$ cat config.mk
export PLATFORM = sky130hd
export DESIGN_NAME = uart_tx_fifo
export DESIGN_NICKNAME = d
export VERILOG_FILES = /design/src/rtl/uart_pkg.sv /design/src/rtl/sync_fifo.sv /design/src/rtl/uart_tx_fifo.sv
export SDC_FILE = /design/constraint.sdc
export NUM_CORES = 1
export LEC_CHECK = 0
export ABC_AREA = 1
export CAP_MARGIN = 20
export CELL_PAD_IN_SITES_DETAIL_PLACEMENT = 0
export CELL_PAD_IN_SITES_GLOBAL_PLACEMENT = 1
export CORE_ASPECT_RATIO = 1.25
export CORE_UTILIZATION = 25
export DETAILED_ROUTE_END_ITERATION = 10
export PLACE_DENSITY = 0.54
export SKIP_CTS_REPAIR_TIMING = 1
export SLEW_MARGIN = 5
export SYNTH_ARGS = -nofsm -noshare
export SYNTH_HDL_FRONTEND = slang
export SYNTH_SLANG_ARGS = --single-unit
$ cat constraint.sdc
create_clock -name clk -period 3.1 [get_ports clk]
set_input_delay 0.465 -clock clk [delete_from_list [all_inputs] [get_ports clk]]
set_output_delay 0.465 -clock clk [all_outputs]
set_load 0.05 [all_outputs]
$ cat src/rtl/uart_pkg.sv
// rtl/uart_pkg.sv - register offsets, STATUS bit indices and drain-FSM states for the UART TX buffer
package uart_pkg;

  localparam logic [31:0] UART_DATA_OFS   = 32'h0;
  localparam logic [31:0] UART_STATUS_OFS = 32'h4;

  localparam int STAT_TX_READY  = 0;
  localparam int STAT_SPACE     = 1;
  localparam int STAT_EMPTY     = 2;
  localparam int STAT_FULL      = 3;
  localparam int STAT_OVF       = 4;
  // Count owns bits 15:8, so the enable reads back in spare bit 5 but is written via bit 8.
  localparam int STAT_IRQ_EN_RD = 5;
  localparam int STAT_COUNT_LSB = 8;
  localparam int STAT_IRQ_EN_WR = 8;

  typedef enum logic [1:0] {
    ST_IDLE = 2'd0,
    ST_SEND = 2'd1,
    ST_BUSY = 2'd2
  } drain_state_e;

endpackage

$ cat src/rtl/sync_fifo.sv
// rtl/sync_fifo.sv - DEPTH x 8 synchronous FIFO; a push into a full FIFO is accepted only alongside a pop
module sync_fifo #(
  parameter int DEPTH      = 16,
  parameter int DEPTH_BITS = $clog2(DEPTH)
) (
  input  logic                clk,
  input  logic                rstn,
  input  logic                push_i,
  input  logic [7:0]          wdata_i,
  input  logic                pop_i,
  output logic [7:0]          rdata_o,
  output logic                full_o,
  output logic                empty_o,
  output logic [DEPTH_BITS:0] count_o
);

  localparam logic [DEPTH_BITS:0] FULL_CNT = (DEPTH_BITS + 1)'(DEPTH);

  logic [7:0]            mem_q [DEPTH];
  logic [DEPTH_BITS-1:0] wr_ptr_q, rd_ptr_q;
  logic [DEPTH_BITS:0]   count_q;
  logic                  do_push, do_pop;

  assign full_o  = (count_q == FULL_CNT);
  assign empty_o = (count_q == '0);
  assign count_o = count_q;
  assign rdata_o = mem_q[rd_ptr_q];

  assign do_pop  = pop_i && !empty_o;
  assign do_push = push_i && (!full_o || do_pop);

  always_ff @(posedge clk) begin
    if (!rstn) begin
      wr_ptr_q <= '0;
      rd_ptr_q <= '0;
      count_q  <= '0;
    end else begin
      if (do_push) wr_ptr_q <= wr_ptr_q + DEPTH_BITS'(1);
      if (do_pop)  rd_ptr_q <= rd_ptr_q + DEPTH_BITS'(1);
      count_q <= count_q + (DEPTH_BITS + 1)'(do_push) - (DEPTH_BITS + 1)'(do_pop);
    end
  end

  always_ff @(posedge clk) begin
    if (do_push) mem_q[wr_ptr_q] <= wdata_i;
  end

endmodule

$ cat src/rtl/uart_tx_fifo.sv
// rtl/uart_tx_fifo.sv - memory-mapped UART transmit buffer with drain FSM
// Optional low-water interrupt built only when TX_FIFO_IRQ_EN is defined.
module uart_tx_fifo
  import uart_pkg::*;
#(
  parameter int DEPTH      = 16,
  parameter int DEPTH_BITS = $clog2(DEPTH),
  parameter int IRQ_LEVEL  = 4
) (
  input  logic        clk,
  input  logic        rstn,
  input  logic        req_i,
  input  logic        we_i,
  input  logic [31:0] addr_i,
  input  logic [3:0]  be_i,
  input  logic [31:0] wdata_i,
  output logic [31:0] rdata_o,
  output logic        gnt_o,
  output logic        rvalid_o,
  output logic [7:0]  tx_data_o,
  output logic        tx_send_o,
  input  logic        tx_ready_i,
  output logic        irq_o
);

  logic                is_status, wr, push, pop;
  logic                full, empty;
  logic [DEPTH_BITS:0] count;
  logic [7:0]          head;
  drain_state_e        state_q, state_d;
  logic                wait_q, wait_d;
  logic                tx_send_q, ovf_q, rvalid_q;
  logic [7:0]          tx_data_q;
  logic [31:0]         rdata_q, status;
  logic                irq_en;
  logic                unused_bits;

  assign unused_bits = ^{addr_i[31:3], addr_i[1:0], be_i[3:1], wdata_i[31:8], irq_en};

  assign is_status = (addr_i[2] == UART_STATUS_OFS[2]);
  assign wr        = req_i && we_i;
  assign push      = wr && !is_status && be_i[0];

  sync_fifo #(
    .DEPTH      (DEPTH),
    .DEPTH_BITS (DEPTH_BITS)
  ) u_fifo (
    .clk     (clk),
    .rstn    (rstn),
    .push_i  (push),
    .wdata_i (wdata_i[7:0]),
    .pop_i   (pop),
    .rdata_o (head),
    .full_o  (full),
    .empty_o (empty),
    .count_o (count)
  );

  always_comb begin
    status                           = '0;
    status[STAT_TX_READY]            = tx_ready_i;
    status[STAT_SPACE]               = !full;
    status[STAT_EMPTY]               = empty;
    status[STAT_FULL]                = full;
    status[STAT_OVF]                 = ovf_q;
    status[STAT_IRQ_EN_RD]           = irq_en;
    status[STAT_COUNT_LSB +: 8]      = 8'(count);
  end

  // SEND gives the uart two cycles to drop ready; if it never does the byte is treated as sent.
  always_comb begin
    state_d = state_q;
    wait_d  = wait_q;
    pop     = 1'b0;
    unique case (state_q)
      ST_IDLE: begin
        if (!empty && tx_ready_i) begin
          pop     = 1'b1;
          state_d = ST_SEND;
          wait_d  = 1'b0;
        end
      end
      ST_SEND: begin
        if (!tx_ready_i)  state_d = ST_BUSY;
        else if (wait_q)  state_d = ST_IDLE;
        else              wait_d  = 1'b1;
      end
      ST_BUSY: begin
        if (tx_ready_i) state_d = ST_IDLE;
      end
      default: state_d = ST_IDLE;
    endcase
  end

  always_ff @(posedge clk) begin
    if (!rstn) begin
      state_q   <= ST_IDLE;
      wait_q    <= 1'b0;
      tx_send_q <= 1'b0;
      tx_data_q <= '0;
      ovf_q     <= 1'b0;
      rvalid_q  <= 1'b0;
      rdata_q   <= '0;
    end else begin
      state_q   <= state_d;
      wait_q    <= wait_d;
      tx_send_q <= pop;
      if (pop) tx_data_q <= head;
      rvalid_q  <= req_i;
      rdata_q   <= (req_i && !we_i && is_status) ? status : '0;
      if (push && full && !pop) ovf_q <= 1'b1;
      if (wr && is_status && wdata_i[STAT_OVF]) ovf_q <= 1'b0;
    end
  end

`ifdef TX_FIFO_IRQ_EN
  localparam logic [DEPTH_BITS:0] IRQ_LVL = (DEPTH_BITS + 1)'(IRQ_LEVEL);
  logic irq_en_q, irq_q;

  always_ff @(posedge clk) begin
    if (!rstn) begin
      irq_en_q <= 1'b0;
      irq_q    <= 1'b0;
    end else begin
      if (wr && is_status) irq_en_q <= wdata_i[STAT_IRQ_EN_WR];
      irq_q <= irq_en_q && (count <= IRQ_LVL);
    end
  end

  assign irq_en = irq_en_q;
  assign irq_o  = irq_q;
`else
  assign irq_en = 1'b0;
  assign irq_o  = 1'b0;
`endif

  assign gnt_o     = req_i;
  assign rvalid_o  = rvalid_q;
  assign rdata_o   = rdata_q;
  assign tx_data_o = tx_data_q;
  assign tx_send_o = tx_send_q;

endmodule
== After elaboration in Yosys (flattened, before gate mapping) ==
Memory sizes are Yosys's and may differ from the RTL's. A register that Yosys moved wholly into a read port is not among the register bits.
Index checks and enable logic that the tools add are counted.
Cells by class
  equal/unequal tests: 7
  reduce and logical (&&, ||, !) cells: 26
  bitwise gates (word level): 1
  add/subtract/negate cells: 4
  muxes and demuxes: 12
Operator list (number)
  $logic_and 1x1->1: 12
  $add 4x1->4 const B: 2
  $mux 2: 4
  $logic_not 1->1: 6
  $mux 1: 6
  $ne 2x2->1 const B: 3
  $pmux 2 s3: 1
  $reduce_and 3->1: 2
  $add 5x1->5: 1
  $eq 5x5->1 const B: 1
  $logic_not 5->1: 1
  $sub 5x1->5: 1
  $ne 3x3->1 const B: 1
  $eq 2x1->1 const B: 1
  $eq 2x2->1 const B: 1
  $logic_not 2->1: 1
  $pmux 1 s2: 1
  $reduce_and 2->1: 1
  $reduce_bool 2->1: 1
  $reduce_or 2->1: 1
  $logic_or 1x1->1: 1
  $not 1->1: 1
Storage, ports and cells
  output and inout port bits: 44
  memory bits (writable): 128
  memories kept: 1
  flip-flop bits (word level): 51
  word-level logic and storage cells: 61
  input bits: 73
Memories
  u_fifo.mem_q: depth 16, width 8, rd ports 1, clocked after memory_dff 1, write ports 1, RTL line sync_fifo.sv:19  | logic [7:0] mem_q [DEPTH];

== Longest topological paths before layout ==
Gate-level depths: netlist (run 1).
  word-level depth: 10
  depth in mapped cells: 14
  gate-level depth less buffers: 13

== By module ==
Synthesis (run 1) repeated with hierarchy kept, for this count alone.
Second synthesis, totals
  cell total of the unflattened synthesis: 773
  area total of the unflattened synthesis: 7452.1 um^2
By module, submodules not included
  sync_fifo: cells an instance 651, times used 1, area an instance 6465.0 um^2
  uart_tx_fifo: cells an instance 122, times used 1, area an instance 987.2 um^2

== Worst setup path after synthesis (run 1) ==
OpenSTA, ideal clock, no wires.
  path kind: register to register
  from: reg u_fifo.count_q[3], in the netlist u_fifo.count_o[3]
  to: reg u_fifo.count_q[4], in the netlist u_fifo.count_o[4]
  stages on the path, launching flop included: 15
  path buffers: 1
  period minus slack after synthesis: 2.405 ns
  slack: 0.695 ns
  arrival time: 2.283 ns
  required time: 2.978 ns
  setup time: 0.122 ns
  path through: dfxtp_1 inv_1 ha_1 nand4_1 nand2_4 inv_2 buf_4 ha_1 inv_1 ha_1 fa_1 a21oi_1 o21bai_1 o21ai_0 a21oi_1
On the way
  longest elaborated chain between the ends: 10
  elaborated cells on any way between the ends: 12
  classes of those cells: add/sub: 2; eq/ne: 1; mux: 2; reduce/logical: 7
RTL lines
  start: declaration: RTL line sync_fifo.sv:21  | logic [DEPTH_BITS:0] count_q;
  start signal: assignment: RTL line sync_fifo.sv:40  | count_q <= count_q + (DEPTH_BITS + 1)'(do_push) - (DEPTH_BITS + 1)'(do_pop);
  $logic_not 5->1 (*): RTL line sync_fifo.sv:25  | assign empty_o = (count_q == '0);
  $logic_not 1->1 (*): RTL line sync_fifo.sv:29, uart_tx_fifo.sv:77
  $logic_and 1x1->1: RTL line uart_tx_fifo.sv:77  | if (!empty && tx_ready_i) begin
  $mux 1: RTL line uart_tx_fifo.sv:77
  $mux 1: RTL line uart_tx_fifo.sv:75  | unique case (state_q)
  $logic_and 1x1->1 (*): RTL line sync_fifo.sv:29  | assign do_pop = pop_i && !empty_o;
  net u_fifo.do_pop: RTL line sync_fifo.sv:22  | logic do_push, do_pop;
  $logic_or 1x1->1: RTL line sync_fifo.sv:30  | assign do_push = push_i && (!full_o || do_pop);
  $logic_and 1x1->1: RTL line sync_fifo.sv:30
  $add 5x1->5: RTL line sync_fifo.sv:40
  $sub 5x1->5 (*): RTL line sync_fifo.sv:40
Mark *: on every way through the listed nets, which the timed path passes. The rest lies on a longest branch.
A chain may end at the register's enable or synchronous reset.

== Worst setup path after layout (run 1) ==
  from: reg u_fifo.count_q[3], in the netlist u_fifo.count_o[3]
  to: reg u_fifo.count_q[4], in the netlist u_fifo.count_o[4]
On the way
  longest elaborated chain between the ends: 10
  elaborated cells on any way between the ends: 12
  classes of those cells: add/sub: 2; eq/ne: 1; mux: 2; reduce/logical: 7
RTL lines (RTL line)
  $logic_not 5->1: sync_fifo.sv:25
  $logic_not 1->1: sync_fifo.sv:29, uart_tx_fifo.sv:77
  $logic_and 1x1->1: uart_tx_fifo.sv:77
  $mux 1: uart_tx_fifo.sv:77
  $mux 1: uart_tx_fifo.sv:75
  $logic_and 1x1->1: sync_fifo.sv:29
  $logic_or 1x1->1 (*): sync_fifo.sv:30
  $logic_and 1x1->1 (*): sync_fifo.sv:30
  net u_fifo.do_push: sync_fifo.sv:22
  $add 5x1->5 (*): sync_fifo.sv:40
  $sub 5x1->5 (*): sync_fifo.sv:40
Marks and branches as above.

==> metrics.md, run 1 <==
| Metric | Value |
|---|---|
| Outcome | finished, final reports clean |
| GR Util met3 | 2.640% |
| CP startpoint kind | register |
| Area grow syn2layout | 18.28% |
| CTS clk-pin slew, worst paths | 0.07 ns |
| Cell variety after synth | 32 |
| CTS tree | done |
| Post-DRT Antenna Nets | 0 |
| Commonest non-fill, non-tap cell in the layout | nand2_1 |
| Slew HR | 45.90% |
| Final hold vios | 0 |
| Worst vdd ir | 357.6 uV |
| First-pass GRT wire length | 27,530 um |
| GPL Wtd Cong | 0.7017 |
| # port buffers | 35 |
| Synth Register Bits | 165 |
| Initial DRC count | 273 |
| Top cell type's share of synthesized area | 53.33% |
| Longest Clk Path Bufs | 2 |
| WHS | 0.4470 ns |
| Worst-Skew Late Latency | 0.43 ns |
| RSZ-0062 raised after global routing | no |
| Final clock skew | 0.009677 ns |
| Tightest Hold Check Type | reg -> reg |
| Final HPWL DP | 10,960 um |
| P_leak | 3.526 nW |
| Largest area contributor in the netlist | edfxtp_1 |
| Setup TNS Final | 0 ns |
| Congestion Overflow GR | 0 |
| Die Ht | 191.8 um |
| Vias per Instance | 4.157 |
| Pwr Density | 746.4 mW/mm^2 |
| Top post-synthesis cells by area | edfxtp_1 53%, nand2_1 12%, dfxtp_1 10%, nand3_1 6.6%, inv_1 4.9% |
| Sequential-to-total area share from yosys stat | 63.61% |
| Cells after Synth | 738 |
| Highest-count cells in the layout ignoring fill and taps | 221 x nand2_1, 128 x edfxtp_1, 95 x inv_1, 95 x nand3_1, 46 x nor2_1 |
| CP max FO | 10 |
| FF+latch area | 0.004586 mm^2 |
| CTS Root Cell | clkbuf_16 |
| Final Max Slew Viols | 0 |
| Area of the core | 0.02840 mm^2 |
| Met2 Resource Use GR | 22.94% |
| # DRC | 0 |
| GRT Total Usage | 12.99% |
| Final Critical Period | 2.570 ns |
| Syn_area_per_cell | 9.765 um^2 |
| Clock buffer count from CTS | 17 |
| 1st-pass router iterations | 4 |
| Gr busiest metal | met2 |
| Setup-failing EPs final | 0 |
| H-Tree Depth | 4 |
| Routed via count | 4,789 |
| Total wire length | 18,010 um |
| Initial Util | 25.37% |
| Area of the multi-input gates | 0.001986 mm^2 |
| Met1 usage | 15.20% |
| Horiz. Die Dim | 153.9 um |
| Row Count | 69 |
| Max_cap viols | 0 |
| Setup crit end kind | register |
| Clk sinks | 165 |
| Setup CP Type | reg -> reg |
| Crit share post-route | 82.91% |
| Maximum clock rate | 389.1 MHz |
| Vias in the first global route | 4,588 |
| Antenna violations before repair | 0 |
| Area of the mapped netlist | 0.007207 mm^2 |
| ANT cells | 0 |
| Ratio of cells with drive above 1 in the final layout | 9.410% |
| Post-Place Worst Slack | 0.2708 ns |
| Wirelength per Cell | 15.63 um |
| Die Area | 0.02952 mm^2 |
| Placed cells | 1,120 |
| Critical path arrival | 2.89 ns |
| Largest net degree at the start of global routing | 67 |
| Least-Margin Pin Slew | 0.8115 ns |
| Filler cells | 2,952 |
| Final worst setup slack | 0.5297 ns |
| Critical path required time | 3.42 ns |
| Nets | 869 |
| Ys Warns | 0 |
| Final Non-Filler Cells | 1,152 |
| IO Count | 117 |
-- synthesized netlist by cell type (all sizes together) --
library cell and number:
nand2 227, edfxtp 128, inv 103, nand3 95, nor2 47, buf 46, dfxtp 37, a21oi 11
ha 11, clkbuf 7, o21ai 6, nor3 4, xor2 4, clkinv 2, nand4 2, a31oi 1
conb 1, fa 1, o21a 1, o21bai 1, o22ai 1, or2 1, xnor2 1
-- worst max-delay path, cell delays in order, from the launching register on --
cell and delay, ns:
dfxtp_1 0.32, inv_1 0.10, ha_1 0.17, nand4_1 0.21, nand2_4 0.20, nand2_2 0.09
nand2_4 0.14, clkinv_4 0.11, ha_1 0.25, fa_1 0.41, a21oi_1 0.15, o21bai_1 0.10
o21ai_0 0.15, a21oi_1 0.05
-- where the power goes --
group	internal (mW)	leakage, nW	switching (mW)
registers	2.48	1.45	0.0612
logic	0.512	1.80	1.24
clock network	1.13	0.270	0.943
-- state kept, by name, indices dropped and copies added, names as in the netlist --
signal,cells
rvalid_o,1
ovf_q,1
u_fifo.wr_ptr_q,4
wait_q,1
rdata_o,10
u_fifo.count_o,5
tx_data_o,8
state_q,2
tx_send_o,1
u_fifo.mem_q,128
u_fifo.rd_ptr_q,4
-- cell type report --
| type | instances | area share [%] |
|---|---|---|
| sequential | 165 | 53.79 |
| multi-input combinational | 437 | 23.29 |
| timing repair buffer | 58 | 6.282 |
| tap | 355 | 5.211 |
| clock buffer | 17 | 4.990 |
| inverter | 105 | 4.682 |
| clock inverter | 15 | 1.747 |
-- kinds of logic (layout without fill, tap and decap cells) --
logic type / after synthesis / in the layout / share of synthesized area, %
AO/OA/AOI/OAI: 21 / 21 / 1.667
flip-flops: 165 / 165 / 63.61
buffers and inverters: 158 / 195 / 9.983
XOR/XNOR: 5 / 5 / 0.6076
other: 1 / 23 / 0.05203
adder cells (fa/ha/maj): 12 / 12 / 2.187
AND/OR/NAND/NOR: 376 / 376 / 21.89
-- metrics by stage --
stage          power (mW)  instance area, um^2  utilization (%)
2_1_floorplan       3.861                 7289                -
3_3_place_gp        4.397                 7950            27.99
3_5_place_dp        4.391                 7950            27.99
4_1_cts             6.477                 8524            30.01
5_1_grt             6.736                 8524            30.01
6_report            6.363                 8524            30.01
-- final timing paths --
check,depth (start not counted),start,slack [ns],endpoint
hold reg to reg,2,ovf_q$_SDFFE_PP0P_,0.45,rdata_o[4]$_SDFF_PN0_
hold / removal,2,ovf_q$_SDFFE_PP0P_,0.45,rdata_o[4]$_SDFF_PN0_
setup reg to reg,13,u_fifo.count_o[3]$_SDFF_PN0_,0.53,u_fifo.count_o[4]$_SDFF_PN0_
setup / recovery,13,u_fifo.count_o[3]$_SDFF_PN0_,0.53,u_fifo.count_o[4]$_SDFF_PN0_
-- routing by layer --
metal / vias up / wire (um)
li1: 2411 / -
met4: 0 / 447
met2: 74 / 9287
met5: - / 0
met1: 2279 / 7900
met3: 25 / 374
No activity file was read; power rests on OpenSTA's default activity.
==> run 2: changes to the inputs <==
--- a/config.mk
+++ b/config.mk
@@ -12,7 +12,7 @@
 export CORE_ASPECT_RATIO = 1.25
 export CORE_UTILIZATION = 25
 export DETAILED_ROUTE_END_ITERATION = 10
-export PLACE_DENSITY = 0.54
+export PLACE_DENSITY = 0.56
 export SKIP_CTS_REPAIR_TIMING = 1
 export SLEW_MARGIN = 5
 export SYNTH_ARGS = -nofsm -noshare
==> constraint.sdc (replaced) <==
create_clock -name clk -period 2.3 [get_ports clk]
set_input_delay 0.345 -clock clk [delete_from_list [all_inputs] [get_ports clk]]
set_output_delay 0.345 -clock clk [all_outputs]
set_load 0.05 [all_outputs]
==> metrics.md, run 2 (same netlist as run 1, synthesis figures left out) <==
| Metric | Value |
|---|---|
| Worst vdd ir | 552.9 uV (+55%) |
| Final Max Slew Viols | 0 (unchanged) |
| Area grow syn2layout | 21.25% |
| Vias in the first global route | 4,671 (+1.8%) |
| Critical path required time | 2.61 ns (-0.81 ns) |
| Die Ht | 191.8 um (unchanged) |
| Area of the core | 0.02840 mm^2 (unchanged) |
| Setup-failing EPs final | 0 (unchanged) |
| CTS tree | done |
| CP max FO | 3 (-7) |
| Routed via count | 4,832 (+0.90%) |
| First-pass GRT wire length | 25,940 um (-5.8%) |
| Critical path arrival | 2.50 ns (-0.39 ns) |
| Commonest non-fill, non-tap cell in the layout | nand2_1 |
| CTS Root Cell | clkbuf_16 |
| Final HPWL DP | 10,720 um (-2.2%) |
| Slew HR | 52.72% (+6.8 points) |
| Filler cells | 2,976 (+0.81%) |
| Longest Clk Path Bufs | 2 (unchanged) |
| Crit share post-route | 95.34% (+12 points) |
| Outcome | finished, final reports clean |
| Register name with the most flops | u_fifo.mem_q |
| Least-Margin Pin Slew | 0.7069 ns (-0.1045 ns) |
| Final hold vios | 0 (unchanged) |
| Crit. Startpoint | u_fifo.count_o[2]$_SDFF_PN0_ |
| Max reg flops | 128 (unchanged) |
| Pwr Density | 993.9 mW/mm^2 (+33%) |
| Sw Share | 34.09% (-1.1 points) |
| CP startpoint kind | register |
| Highest-count cells in the layout ignoring fill and taps | 221 x nand2_1, 128 x edfxtp_1, 95 x nand3_1 |
| Nets | 894 (+2.9%) |
| CTS clk-pin slew, worst paths | 0.06 ns (about the same) |
| Horiz. Die Dim | 153.9 um (unchanged) |
| Power share of the combinational group | 29.3% (+1.8 points) |
| P_leak | 3.629 nW (+2.9%) |
| RSZ-0062 raised after global routing | yes |
| Setup CP Type | reg -> reg |
| # DRC | 0 (unchanged) |
| R2r setup slk | 0.11 ns (-0.42 ns) |
| Antenna violations before repair | 0 (unchanged) |
| IO Count | 117 (unchanged) |
| Maximum clock rate | 456.0 MHz (+17%) |
| Total wire length | 16,810 um (-6.7%) |
| Pwr Total | 8.685 mW (+37%) |
| GPL Wtd Cong | 0.7126 (+1.6%) |
| Crit Reg-Reg Startpoint | u_fifo.count_o[2]$_SDFF_PN0_ |
| Clock buffer count from CTS | 17 (unchanged) |
| Worst Min Path Start | ovf_q$_SDFFE_PP0P_ |
| Post-DRT Antenna Nets | 0 (unchanged) |
| ANT cells | 0 (unchanged) |
| Tightest Hold Check Type | reg -> reg |
| Final Critical Period | 2.193 ns (-0.3774 ns) |
| Largest net degree at the start of global routing | 67 (unchanged) |
| # port buffers | 35 (unchanged) |
| 1st-pass router iterations | 4 (unchanged) |
| NetSw | 2.961 mW (+32%) |
| Max_cap viols | 0 (unchanged) |
| Clock network power share | 31.1% (-1.4 points) |
| Initial Util | 25.37% (unchanged) |
| Ratio of cells with drive above 1 in the final layout | 13.15% (+3.7 points) |
| Die Area | 0.02952 mm^2 (unchanged) |
| Reg power frac | 39.6% (-0.4 points) |
| Setup crit end kind | register |
| GRT Total Usage | 11.95% (-1.0 points) |
| Congestion Overflow GR | 0 (unchanged) |
| Wirelength per Cell | 14.30 um (-8.6%) |
| Initial DRC count | 249 (-8.8%) |
| Row Count | 69 (unchanged) |
| Final core utilization | 30.77% (+0.75 points) |
| Final clock skew | 0.01109 ns (+0.001418 ns) |
| Int Pwr | 5.725 mW (+39%) |
| Vias per Instance | 4.109 (-1.2%) |
| Clk sinks | 165 (unchanged) |
| H-Tree Depth | 4 (unchanged) |
| Worst-Skew Late Latency | 0.43 ns (about the same) |
run 2: cell type report:
type	instances	area [um^2]	area share [%]
clock buffer	18	429.2	4.911
clock inverter	13	125.1	1.432
inverter	105	401.6	4.596
multi-input combinational	437	2029	23.22
sequential	165	4588	52.51
tap	355	444.2	5.083
timing repair buffer	83	720.7	8.247
run 2: per-layer routing:
| layer | global-route usage [%] | vias to the layer above | share of wire, % |
|---|---|---|---|
| met5 | 0 | - | 0 |
| met4 | 4.385 | 0 | 1.1 |
| met3 | 2.301 | 12 | 2.5 |
| met2 | 21.80 | 74 | 52 |
| met1 | 13.81 | 2285 | 44 |
| li1 | - | 2461 | - |
run 2: worst max-delay path, stage by stage (launching register included):
cell,delay [ns]
dfxtp_2,0.32
inv_2,0.07
ha_4,0.13
nand4_1,0.16
nand2_4,0.13
inv_4,0.04
ha_4,0.25
inv_2,0.04
ha_4,0.16
fa_2,0.40
a21oi_2,0.13
o21bai_1,0.08
o21ai_1,0.12
a21oi_1,0.05
run 2: power by group through the flow:
stage                     Sequential, mW  Clock (mW)  Combinational [mW]
after CTS                           3.45        2.78                2.54
final                               3.44        2.70                2.54
after floorplan                     3.70           0                1.56
after detailed placement            3.51           0                2.53
after global routing                3.46        2.88                2.86
after global placement              3.51           0                2.53
run 2: worst paths after layout:
path	to	depth (start not counted)
worst max-delay path	u_fifo.count_o[4]$_SDFF_PN0_	13
worst min-delay path	rdata_o[4]$_SDFF_PN0_	2
worst max register to register	u_fifo.count_o[4]$_SDFF_PN0_	13
worst min register to register	rdata_o[4]$_SDFF_PN0_	2
run 2: stage by stage:
step / setup TNS (ns) / instances / cell area (um^2) / hold slack, ns / worst slack, ns
4_1_cts: 0 / 1172 / 8695 / 0.4345 / 0.03195
6_report: 0 / 1176 / 8738 / 0.4313 / 0.1071
3_5_place_dp: -1.079 / 1141 / 8140 / 0.4248 / -0.1756
5_1_grt: -0.02851 / 1176 / 8738 / 0.4612 / -0.02851
2_1_floorplan: 0 / 760 / 7328 / 0.4086 / 0.001613
3_3_place_gp: -0.1614 / 1141 / 8140 / 0.4234 / -0.1549
==> run 3: changes to the inputs <==
--- a/config.mk
+++ b/config.mk
@@ -12,6 +12,7 @@
 export CORE_ASPECT_RATIO = 1.25
 export CORE_UTILIZATION = 25
 export DETAILED_ROUTE_END_ITERATION = 10
+export MAX_ROUTING_LAYER = met4
 export PLACE_DENSITY = 0.56
 export SKIP_CTS_REPAIR_TIMING = 1
 export SLEW_MARGIN = 5
==> constraint.sdc (replaced) <==
create_clock -name clk -period 2.3 [get_ports clk]
set_input_delay 0.345 -clock clk [delete_from_list [all_inputs] [get_ports clk]]
set_output_delay 0.345 -clock clk [all_outputs]
set_load 0.1 [all_outputs]
==> metrics.md, run 3 (same netlist as run 1, synthesis figures left out) <==
| Metric | Value |
|---|---|
| Die Area | 0.02952 mm^2 (unchanged) |
| Maximum clock rate | 450.1 MHz (-1.3%) |
| Max_cap viols | 0 (unchanged) |
| # DRC | 0 (unchanged) |
| Post-Place Worst Slack | -0.1532 ns (+0.02236 ns) |
| Area grow syn2layout | 21.51% |
| Vias per Instance | 4.122 (+0.33%) |
| Ratio of cells with drive above 1 in the final layout | 15.94% (+2.8 points) |
| Total wire length | 16,950 um (+0.84%) |
| Sw Share | 37.06% (+3.0 points) |
| ANT cells | 0 (unchanged) |
| CTS tree | done |
| R2R depth | 13 (unchanged) |
| Clk sinks | 165 (unchanged) |
| Routed via count | 4,852 (+0.41%) |
| H-Tree Depth | 4 (unchanged) |
| Post-route cell area | 0.008757 mm^2 (+0.21%) |
| Initial Util | 25.37% (unchanged) |
| Pwr Density | 1051 mW/mm^2 (+5.8%) |
| Antenna violations before repair | 0 (unchanged) |
| Power share of the combinational group | 31.7% (+2.4 points) |
| CP startpoint kind | register |
| Horiz. Die Dim | 153.9 um (unchanged) |
| Row Count | 69 (unchanged) |
| Worst-Skew Late Latency | 0.43 ns (about the same) |
| Commonest non-fill, non-tap cell in the layout | nand2_1 |
| Highest-count cells in the layout ignoring fill and taps | 221 x nand2_1, 128 x edfxtp_1, 95 x nand3_1 |
| Wirelength per Cell | 14.40 um (+0.75%) |
| Critical path required time | 2.61 ns (about the same) |
| Least-Margin Pin Slew | 0.6812 ns (-0.02571 ns) |
| GPL Wtd Cong | 0.7064 (-0.87%) |
| Initial DRC count | 175 (-30%) |
| Reg power frac | 37.4% (-2.2 points) |
| CTS clk-pin slew, worst paths | 0.07 ns (about the same) |
| P_leak | 3.715 nW (+2.4%) |
| GRT Total Usage | 12.54% (+0.59 points) |
| Critical path arrival | 2.53 ns (+0.03 ns) |
| Setup crit end kind | register |
| Final clock skew | 0.01088 ns (-0.0002130 ns) |
| Congestion Overflow GR | 0 (unchanged) |
| # port buffers | 35 (unchanged) |
| Post-DRT Antenna Nets | 0 (unchanged) |
| Final hold vios | 0 (unchanged) |
| Largest net degree at the start of global routing | 67 (unchanged) |
| 1st-pass router iterations | 4 (unchanged) |
| Final worst setup slack | 0.07819 ns (-0.02894 ns) |
| Crit. Startpoint | u_fifo.count_o[2]$_SDFF_PN0_ |
| Setup CP Type | reg -> reg |
| Tightest Hold Check Type | reg -> reg |
| Area of the core | 0.02840 mm^2 (unchanged) |
| Final core utilization | 30.83% (+0.066 points) |
| IO Count | 117 (unchanged) |
| Slew HR | 54.44% (+1.7 points) |
| Crit Reg-Reg Startpoint | u_fifo.count_o[2]$_SDFF_PN0_ |
| Outcome | finished, final reports clean |
| Int Pwr | 5.795 mW (+1.2%) |
| Crit path capture | u_fifo.count_o[4]$_SDFF_PN0_ |
| Final Critical Period | 2.222 ns (+0.02894 ns) |
| Worst vdd ir | 544.3 uV (-1.6%) |
| Clock buffer count from CTS | 17 (unchanged) |
| CP max FO | 3 (unchanged) |
| Nets | 894 (unchanged) |
| Worst R2R End | u_fifo.count_o[4]$_SDFF_PN0_ |
| Clock network power share | 30.9% (-0.2 points) |
| Final Non-Filler Cells | 1,177 (+0.085%) |
| Max reg flops | 128 (unchanged) |
| Final HPWL DP | 10,820 um (+0.98%) |
| Longest Clk Path Bufs | 2 (unchanged) |
| NetSw | 3.412 mW (+15%) |
| Placed cells | 1,140 (-0.088%) |
| Vias in the first global route | 4,685 (+0.30%) |
| First-pass GRT wire length | 26,610 um (+2.6%) |
| R2r setup slk | 0.08 ns (-0.03 ns) |
| Final Max Slew Viols | 0 (unchanged) |
| Register name with the most flops | u_fifo.mem_q |
| Crit share post-route | 96.60% (+1.3 points) |
| Placed instance area | 0.008120 mm^2 (-0.25%) |
| Die Ht | 191.8 um (unchanged) |
| CTS Root Cell | clkbuf_16 |
| Setup-failing EPs final | 0 (unchanged) |
run 3: changes by cell type in the layout (fill, tap and decap cells not counted):
cell / change
clkinv_8: +1
buf_12: +3
inv_8: +3
clkinvlp_4: -4
clkinv_1: -1
inv_6: +2
clkinv_2: +2
clkbuf_1: -1
clkdlybuf4s50_1: -20
clkinv_4: -1
buf_4: +17
run 3: metal layers:
layer  routed length (um)  track usage, %
met5                    0               -
met4                  310           5.500
met3                  466           1.782
met2                 8842           22.05
met1                 7332           14.20
run 3: worst min path at each step:
stage,startpoint,endpoint,slack [ns],cells past startpoint
global route,ovf_q$_SDFFE_PP0P_,rdata_o[4]$_SDFF_PN0_,0.46,2
floorplan,ovf_q$_SDFFE_PP0P_,rdata_o[4]$_SDFF_PN0_,0.41,2
detailed placement,ovf_q$_SDFFE_PP0P_,rdata_o[4]$_SDFF_PN0_,0.43,2
global placement,ovf_q$_SDFFE_PP0P_,rdata_o[4]$_SDFF_PN0_,0.42,2
finish,ovf_q$_SDFFE_PP0P_,rdata_o[4]$_SDFF_PN0_,0.43,2
CTS,ovf_q$_SDFFE_PP0P_,rdata_o[4]$_SDFF_PN0_,0.44,2
run 3: area by class of cell:
cell class / instances / area [um^2]
Sequential cell: 165 / 4588
Fill cell: 2967 / 19650
Timing Repair Buffer: 83 / 708.2
Multi-Input combinational cell: 437 / 2029
Inverter: 105 / 401.6
Clock inverter: 15 / 160.2
Clock buffer: 17 / 425.4
Tap cell: 355 / 444.2
run 3: per-stage QoR:
step | TNS (ns) | hold slack, ns | power [mW]
6_report | 0 | 0.4306 | 9.206
4_1_cts | 0 | 0.4377 | 9.265
3_3_place_gp | -0.1569 | 0.4249 | 6.394
5_1_grt | -0.01436 | 0.4566 | 9.745
3_5_place_dp | -0.2638 | 0.4284 | 6.394
2_1_floorplan | 0 | 0.4086 | 5.589
run 3: power groups by stage:
stage / Combinational [mW] / Clock, mW / Sequential, mW
6_report: 2.92 / 2.85 / 3.44
5_1_grt: 3.26 / 3.03 / 3.46
4_1_cts: 2.88 / 2.93 / 3.45
3_5_place_dp: 2.88 / 0 / 3.51
3_3_place_gp: 2.88 / 0 / 3.51
2_1_floorplan: 1.65 / 0 / 3.94
run 3: worst max-delay path: stages, from the launching register on:
cell and delay (ns):
dfxtp_2 0.32, inv_2 0.07, ha_4 0.13, nand4_1 0.18, nand2_4 0.14, inv_4 0.04
ha_4 0.25, inv_2 0.04, ha_4 0.16, fa_2 0.40, a21oi_2 0.12, o21bai_1 0.09
o21ai_1 0.12, a21oi_1 0.05
